File: config.mk
export PLATFORM = sky130hd
export DESIGN_NAME = contador_param
export DESIGN_NICKNAME = d
export VERILOG_FILES = /design/src/rtl/contador_pkg.sv /design/src/rtl/contador_next_calc.sv /design/src/rtl/contador_param.sv
export SDC_FILE = /design/constraint.sdc
export NUM_CORES = 1
export LEC_CHECK = 0
export ABC_CLOCK_PERIOD_IN_PS = 3900
export CAP_MARGIN = 10
export CORE_MARGIN = 2
export CORE_UTILIZATION = 51
export CTS_CLUSTER_SIZE = 10
export DETAILED_ROUTE_END_ITERATION = 8
export PLACE_DENSITY = 0.81
export SLEW_MARGIN = 20
export SYNTH_ARGS = -nofsm -noshare
export SYNTH_HDL_FRONTEND = slang
export SYNTH_HIERARCHICAL = 1
export SYNTH_SLANG_ARGS = --single-unit
File: constraint.sdc
create_clock -name clk -period 3.9 [get_ports clk]
set_input_delay 0.585 -clock clk [delete_from_list [all_inputs] [get_ports clk]]
set_output_delay 0.585 -clock clk [all_outputs]
set_load 0.02 [all_outputs]
File: src/rtl/contador_pkg.sv
// Shared types for the parametrised counter: mode encoding and run/done state.
package contador_pkg;

   typedef enum logic [1:0] {
      MODE_WRAP,
      MODE_SAT,
      MODE_ONESHOT,
      MODE_RSVD
   } mode_e;

   typedef enum logic {
      ST_RUN,
      ST_DONE
   } state_e;

endpackage

File: src/rtl/contador_next_calc.sv
// Next-count arithmetic: applies the step in a widened signed domain, then wraps or
// clips against [MIN_VAL, MAX_VAL] depending on mode.
module contador_next_calc
   import contador_pkg::*;
#(
   parameter int WIDTH   = 8,
   parameter int MIN_VAL = 0,
   parameter int MAX_VAL = 2**WIDTH - 1,
   parameter int STEP_W  = 4
) (
   input  logic [WIDTH-1:0]  cont,
   input  logic              ud,
   input  logic [STEP_W-1:0] step,
   input  logic [1:0]        mode,
   output logic [WIDTH-1:0]  nxt_val,
   output logic              crossed,
   output logic              clipped
);

   localparam int EW = WIDTH + STEP_W + 1;
   localparam logic signed [EW-1:0] LO  = EW'(MIN_VAL);
   localparam logic signed [EW-1:0] HI  = EW'(MAX_VAL);
   localparam logic signed [EW-1:0] ONE = EW'(1);

   mode_e                m;
   logic signed [EW-1:0] ext_cont;
   logic signed [EW-1:0] ext_step;
   logic signed [EW-1:0] nxt;
   logic signed [EW-1:0] bound;
   logic                 past;
   logic                 reach;
   logic                 sat_mode;

   assign m = mode_e'(mode);

   always_comb begin
      ext_cont = $signed({{(EW-WIDTH){1'b0}}, cont});
      ext_step = $signed({{(EW-STEP_W){1'b0}}, step});
      nxt      = ud ? (ext_cont + ext_step) : (ext_cont - ext_step);
      bound    = ud ? HI : LO;
      past     = ud ? (nxt > HI) : (nxt < LO);
      reach    = ud ? (nxt >= HI) : (nxt <= LO);
      sat_mode = (m == MODE_SAT) || (m == MODE_ONESHOT);

      nxt_val  = WIDTH'(nxt);
      crossed  = 1'b0;
      clipped  = 1'b0;

      if (sat_mode) begin
         // tc only on the first arrival; sitting at the bound never re-fires it
         if (reach) begin
            nxt_val = WIDTH'(bound);
            crossed = (ext_cont != bound);
            clipped = past;
         end
      end else if (past) begin
         nxt_val = ud ? WIDTH'(LO + nxt - HI - ONE) : WIDTH'(HI - LO + nxt + ONE);
         crossed = 1'b1;
         clipped = 1'b1;
      end
   end

endmodule

File: src/rtl/contador_param.sv
// Parametrised up/down counter with bounds, step, load, wrap/saturate/one-shot modes
// and terminal-count / sticky overflow status.
//
//   state   | meaning
//   ST_RUN  | counting allowed when en = 1
//   ST_DONE | one-shot reached its bound; en ignored until load or rst
module contador_param
   import contador_pkg::*;
#(
   parameter int WIDTH   = 8,
   parameter int MIN_VAL = 0,
   parameter int MAX_VAL = 2**WIDTH - 1,
   parameter int STEP_W  = 4
) (
   input  logic              clk,
   input  logic              rst,
   input  logic              en,
   input  logic              ud,
   input  logic [STEP_W-1:0] step,
   input  logic [1:0]        mode,
   input  logic              load,
   input  logic [WIDTH-1:0]  load_val,
   input  logic              clr_ovf,
   output logic [WIDTH-1:0]  cont,
   output logic              at_max,
   output logic              at_min,
   output logic              tc,
   output logic              ovf,
   output logic              done
);

   localparam logic [WIDTH-1:0]        LO_W = WIDTH'(MIN_VAL);
   localparam logic [WIDTH-1:0]        HI_W = WIDTH'(MAX_VAL);
   localparam logic signed [WIDTH:0]   LO_S = (WIDTH+1)'(MIN_VAL);
   localparam logic signed [WIDTH:0]   HI_S = (WIDTH+1)'(MAX_VAL);

   state_e                 state;
   state_e                 state_nxt;
   logic [WIDTH-1:0]       cont_nxt;
   logic [WIDTH-1:0]       calc_val;
   logic [WIDTH-1:0]       load_clamped;
   logic signed [WIDTH:0]  lv;
   logic                   tc_nxt;
   logic                   ovf_nxt;
   logic                   crossed;
   logic                   clipped;
   logic                   count;
   logic                   term;

   contador_next_calc #(
      .WIDTH   (WIDTH),
      .MIN_VAL (MIN_VAL),
      .MAX_VAL (MAX_VAL),
      .STEP_W  (STEP_W)
   ) u_calc (
      .cont    (cont),
      .ud      (ud),
      .step    (step),
      .mode    (mode),
      .nxt_val (calc_val),
      .crossed (crossed),
      .clipped (clipped)
   );

   assign lv           = $signed({1'b0, load_val});
   assign load_clamped = (lv < LO_S) ? LO_W : ((lv > HI_S) ? HI_W : load_val);

   assign at_max = (cont == HI_W);
   assign at_min = (cont == LO_W);
   assign done   = (state == ST_DONE);

   always_comb begin
      count     = en && (state == ST_RUN);
      // a zero step is a no-op, so it must not finish a one-shot sitting on its bound
      term      = (mode_e'(mode) == MODE_ONESHOT) && (step != '0) &&
                  (calc_val == (ud ? HI_W : LO_W));
      state_nxt = state;
      cont_nxt  = cont;
      tc_nxt    = 1'b0;
      ovf_nxt   = clr_ovf ? 1'b0 : ovf;

      if (load) begin
         cont_nxt  = load_clamped;
         state_nxt = ST_RUN;
      end else if (count) begin
         cont_nxt = calc_val;
         tc_nxt   = crossed;
         if (clipped)
            ovf_nxt = 1'b1;
         if (term)
            state_nxt = ST_DONE;
      end
   end

   always_ff @(posedge clk) begin
      if (rst) begin
         state <= ST_RUN;
         cont  <= LO_W;
         tc    <= 1'b0;
         ovf   <= 1'b0;
      end else begin
         state <= state_nxt;
         cont  <= cont_nxt;
         tc    <= tc_nxt;
         ovf   <= ovf_nxt;
      end
   end

   always_ff @(posedge clk) begin
      if (!rst && !load && count)
         assert (int'(step) <= MAX_VAL - MIN_VAL + 1);
   end

endmodule

==> results.md <==
- Diode count: 0
- Crit path largest cell delay: 0.50 ns
- Delay-heaviest family, CP: compound AO/OA/AOI/OAI gates
- Final Critical Period: 3.89 ns
- Post-detail-place hpwl: 3300 um
- Worst Hold Depth: 2
- CTS root buf: clkbuf_4
- Crit path arrival time: 4.07 ns
- CP required: 4.08 ns
- Io pins: 33
- Total global-route track usage: 26.6%
- Worst reg2reg path depth: 14
- Yosys reg bits: 11
- Via density: 6.57
- Area grow syn2layout: 39.3%
- Critical path's slowest cell: clkdlybuf4s50_1
- Pwr Density: 279 nW/um^2
- Initial Util: 53.4%
- GRT met1 Usage: 33.0%
- WHS: 0.477 ns
- Core area: 2730 sq um
- Die area: 3310 sq um
- Final GP Congestion: 0.961
- Final global-route overflow total: 0
- Clock Latency Late Sink: 0.28 ns
- Main synth FF type: dfxtp_1
- Cell row count: 19
- Synth area leaders: dfxtp_1 15%, mux2_4 8.2%, ha_1 7.7%
- Final instance area: 2030 sq um
- Vias: 1656
- H-Tree Depth: 1
- Distinct cells, synth: 56
- Gr busiest metal: met2
- Max-slew violation count: 0
- GR Util met3: 5.67%
- CTS Buffer Depth: 2
- Die X: 57.5 um
- TritonCTS clock tree: built
- Worst path buffer plus inverter count: 2
- Fin crit share: 99.8%
- Mapped Avg Cell Area: 8.34 sq um
- Initial antenna violation count: 0
- Critical Path End: done$_SDFFE_PP0P_
- Critical Path End Type: flip-flop
- Worst Path Max Fanout: 6
- Synthesis warning total: 6
- Met2 usage in global routing: 45.9%
- Die H: 57.5 um
- Share of layout cells above drive strength 1: 25.3%
- Min-Delay Path Class: flip-flop to flip-flop
- Synthesized area: 1460 sq um
- DRT antenna net count: 0
- Largest net degree at the start of global routing: 13
- Pre-CTS setup slack: -0.207 ns
- Outcome: finished clean
- Setup CP Type: primary input to flip-flop
- Relative slew slack: 59.6%
- CP Launch Point: step[2]
- Area fraction of the dominant cell type after synthesis: 15.1%
- PortBufs: 32
- Number of global-route vias before repair: 1526
- Count of final setup violators: 0
- Sink Count: 11
- Critical path cell sequence: clkdlybuf4s50_1 > inv_1 > ha_1 > nor2_2 > a211oi_2 > or4_1 > o211ai_1 > o2111ai_1 > a21oi_2 > o22ai_2 > nor4_2 > a31oi_1 > o41ai_2
- Sequential cell area fraction in the yosys report: 15.1%
- Syn Nets: 206
- Leading area contributor after synthesis: dfxtp_1
- First-pass GRT wire length: 6890 um
- Static leakage: 0.865 nW
- Fmax achieved: 257 MHz
- Final wirelength: 4700 um
- WL/cell: 18.7 um
- Flop-to-flop setup slack: 0.39 ns
- Tightest Pin Transition: 0.604 ns
- Synth top cells by count: 23 x nor2_1, 11 x dfxtp_1, 11 x inv_1, 11 x nand2_1, 10 x mux2i_1
- DR iter-0 viols: 93
- Post-synth EDFFs: 0
- Worst-path clk slew: 0.07 ns
- Drt drc: 0
- Dpl cell area: 1860 sq um
- Cells after Synth: 175
- Max Cap Viol: 0
- Post-CTS Hold Buffers: 0
- Layout Skew: 0.0101 ns
- Clock buffer count from CTS: 3
- Final WS setup: 0.00773 ns
- Crit Reg-Reg Startpoint: cont[0]$_SDFFE_PP0P_
- DR pass1 iterations: 5
- Layout Nets: 253
- Crit start category: primary input
- Worst r2r dst: done$_SDFFE_PP0P_
- Count leader, synth: nor2_1
- Endpoints failing hold: 0
- Worst path depth: 13
- Asr flop ratio synth: 0%
- VDD IR-drop max: 0.244 mV
## layout by cell type (no fill, tap or decap), drive strengths merged, types with 8 or more instances in the layout
cell type,n
clkdlybuf4s50,30
nor2,23
buf,14
nand2,12
inv,11
dfxtp,11
mux2i,10
ha,9
mux2,8
a21oi,8
## registers in the layout, summed over array words and instances, names as in the netlist
signal and cells:
cont 8, done 1, ovf 1, tc 1
## layer usage
layer / up-vias / wire (um)
li1: 748 / -
met1: 797 / 1930
met2: 95 / 2290
met3: 16 / 354
met4: 0 / 128
met5: - / 0
## timing repair
| item | 4_1_cts | 5_1_grt |
|---|---|---|
| gates resized for setup | 0 | 23 |
| buffers inserted | 0 | 3 |
| endpoints found under the setup margin | 0 | 1 |
## final cells by class
| cell class | instances | area, sq um |
|---|---|---|
| multi-input cells | 149 | 1280 |
| fillers | 190 | 699 |
| repair buffers | 46 | 430 |
| flip-flops and latches | 11 | 220 |
| inverters | 11 | 41.3 |
| well taps | 31 | 38.8 |
| clock buffers | 4 | 26.3 |
## metrics by stage
stage | power (W) | std cells | setup TNS [ns] | util, %
after floorplan | 0.000332 | 175 | 0 | -
after global placement | 0.000425 | 244 | -0.0183 | 68.1
after detailed placement | 0.000433 | 244 | -0.207 | 68.1
after CTS | 0.000517 | 248 | 0 | 69.0
after global routing | 0.000598 | 252 | -0.160 | 74.4
final | 0.000568 | 252 | 0 | 74.4
## cells by family after synthesis
group	Yosys count	synth area share, %
buffers and inverters	16	5.65
adders and majority gates	11	10.5
AOI/OAI and AO/OA	42	23.0
xor gates and xnor gates	4	2.40
and+or+nand+nor	73	28.4
DFF	11	15.1
muxes	18	15.1
## how the worst min path moves through the flow
stage                   start              to  slack [ns]
3_3_place_gp   ovf$_SDFF_PP0_  ovf$_SDFF_PP0_        0.46
4_1_cts        ovf$_SDFF_PP0_  ovf$_SDFF_PP0_        0.48
5_1_grt        ovf$_SDFF_PP0_  ovf$_SDFF_PP0_        0.53
6_report       ovf$_SDFF_PP0_  ovf$_SDFF_PP0_        0.48
2_1_floorplan  ovf$_SDFF_PP0_  ovf$_SDFF_PP0_        0.54
3_5_place_dp   ovf$_SDFF_PP0_  ovf$_SDFF_PP0_        0.47
## worst reg2reg max path: cells and delay by family (launching register included)
family	cells	cell delay [ns]
compound gates	7	1.57
fa+ha+maj	2	0.57
buf+inv	2	0.14
flops	1	0.35
mux	1	0.26
simple gates	2	0.53
## where the power goes
part	leakage (nW)	total [W]	internal (W)	switching, W
Clock	0.0150	0.0000819	0.0000397	0.0000422
Sequential	0.0906	0.000141	0.000121	0.0000203
Combinational	0.760	0.000345	0.000163	0.000182
Note: power is estimated with default switching activity, not from simulation.
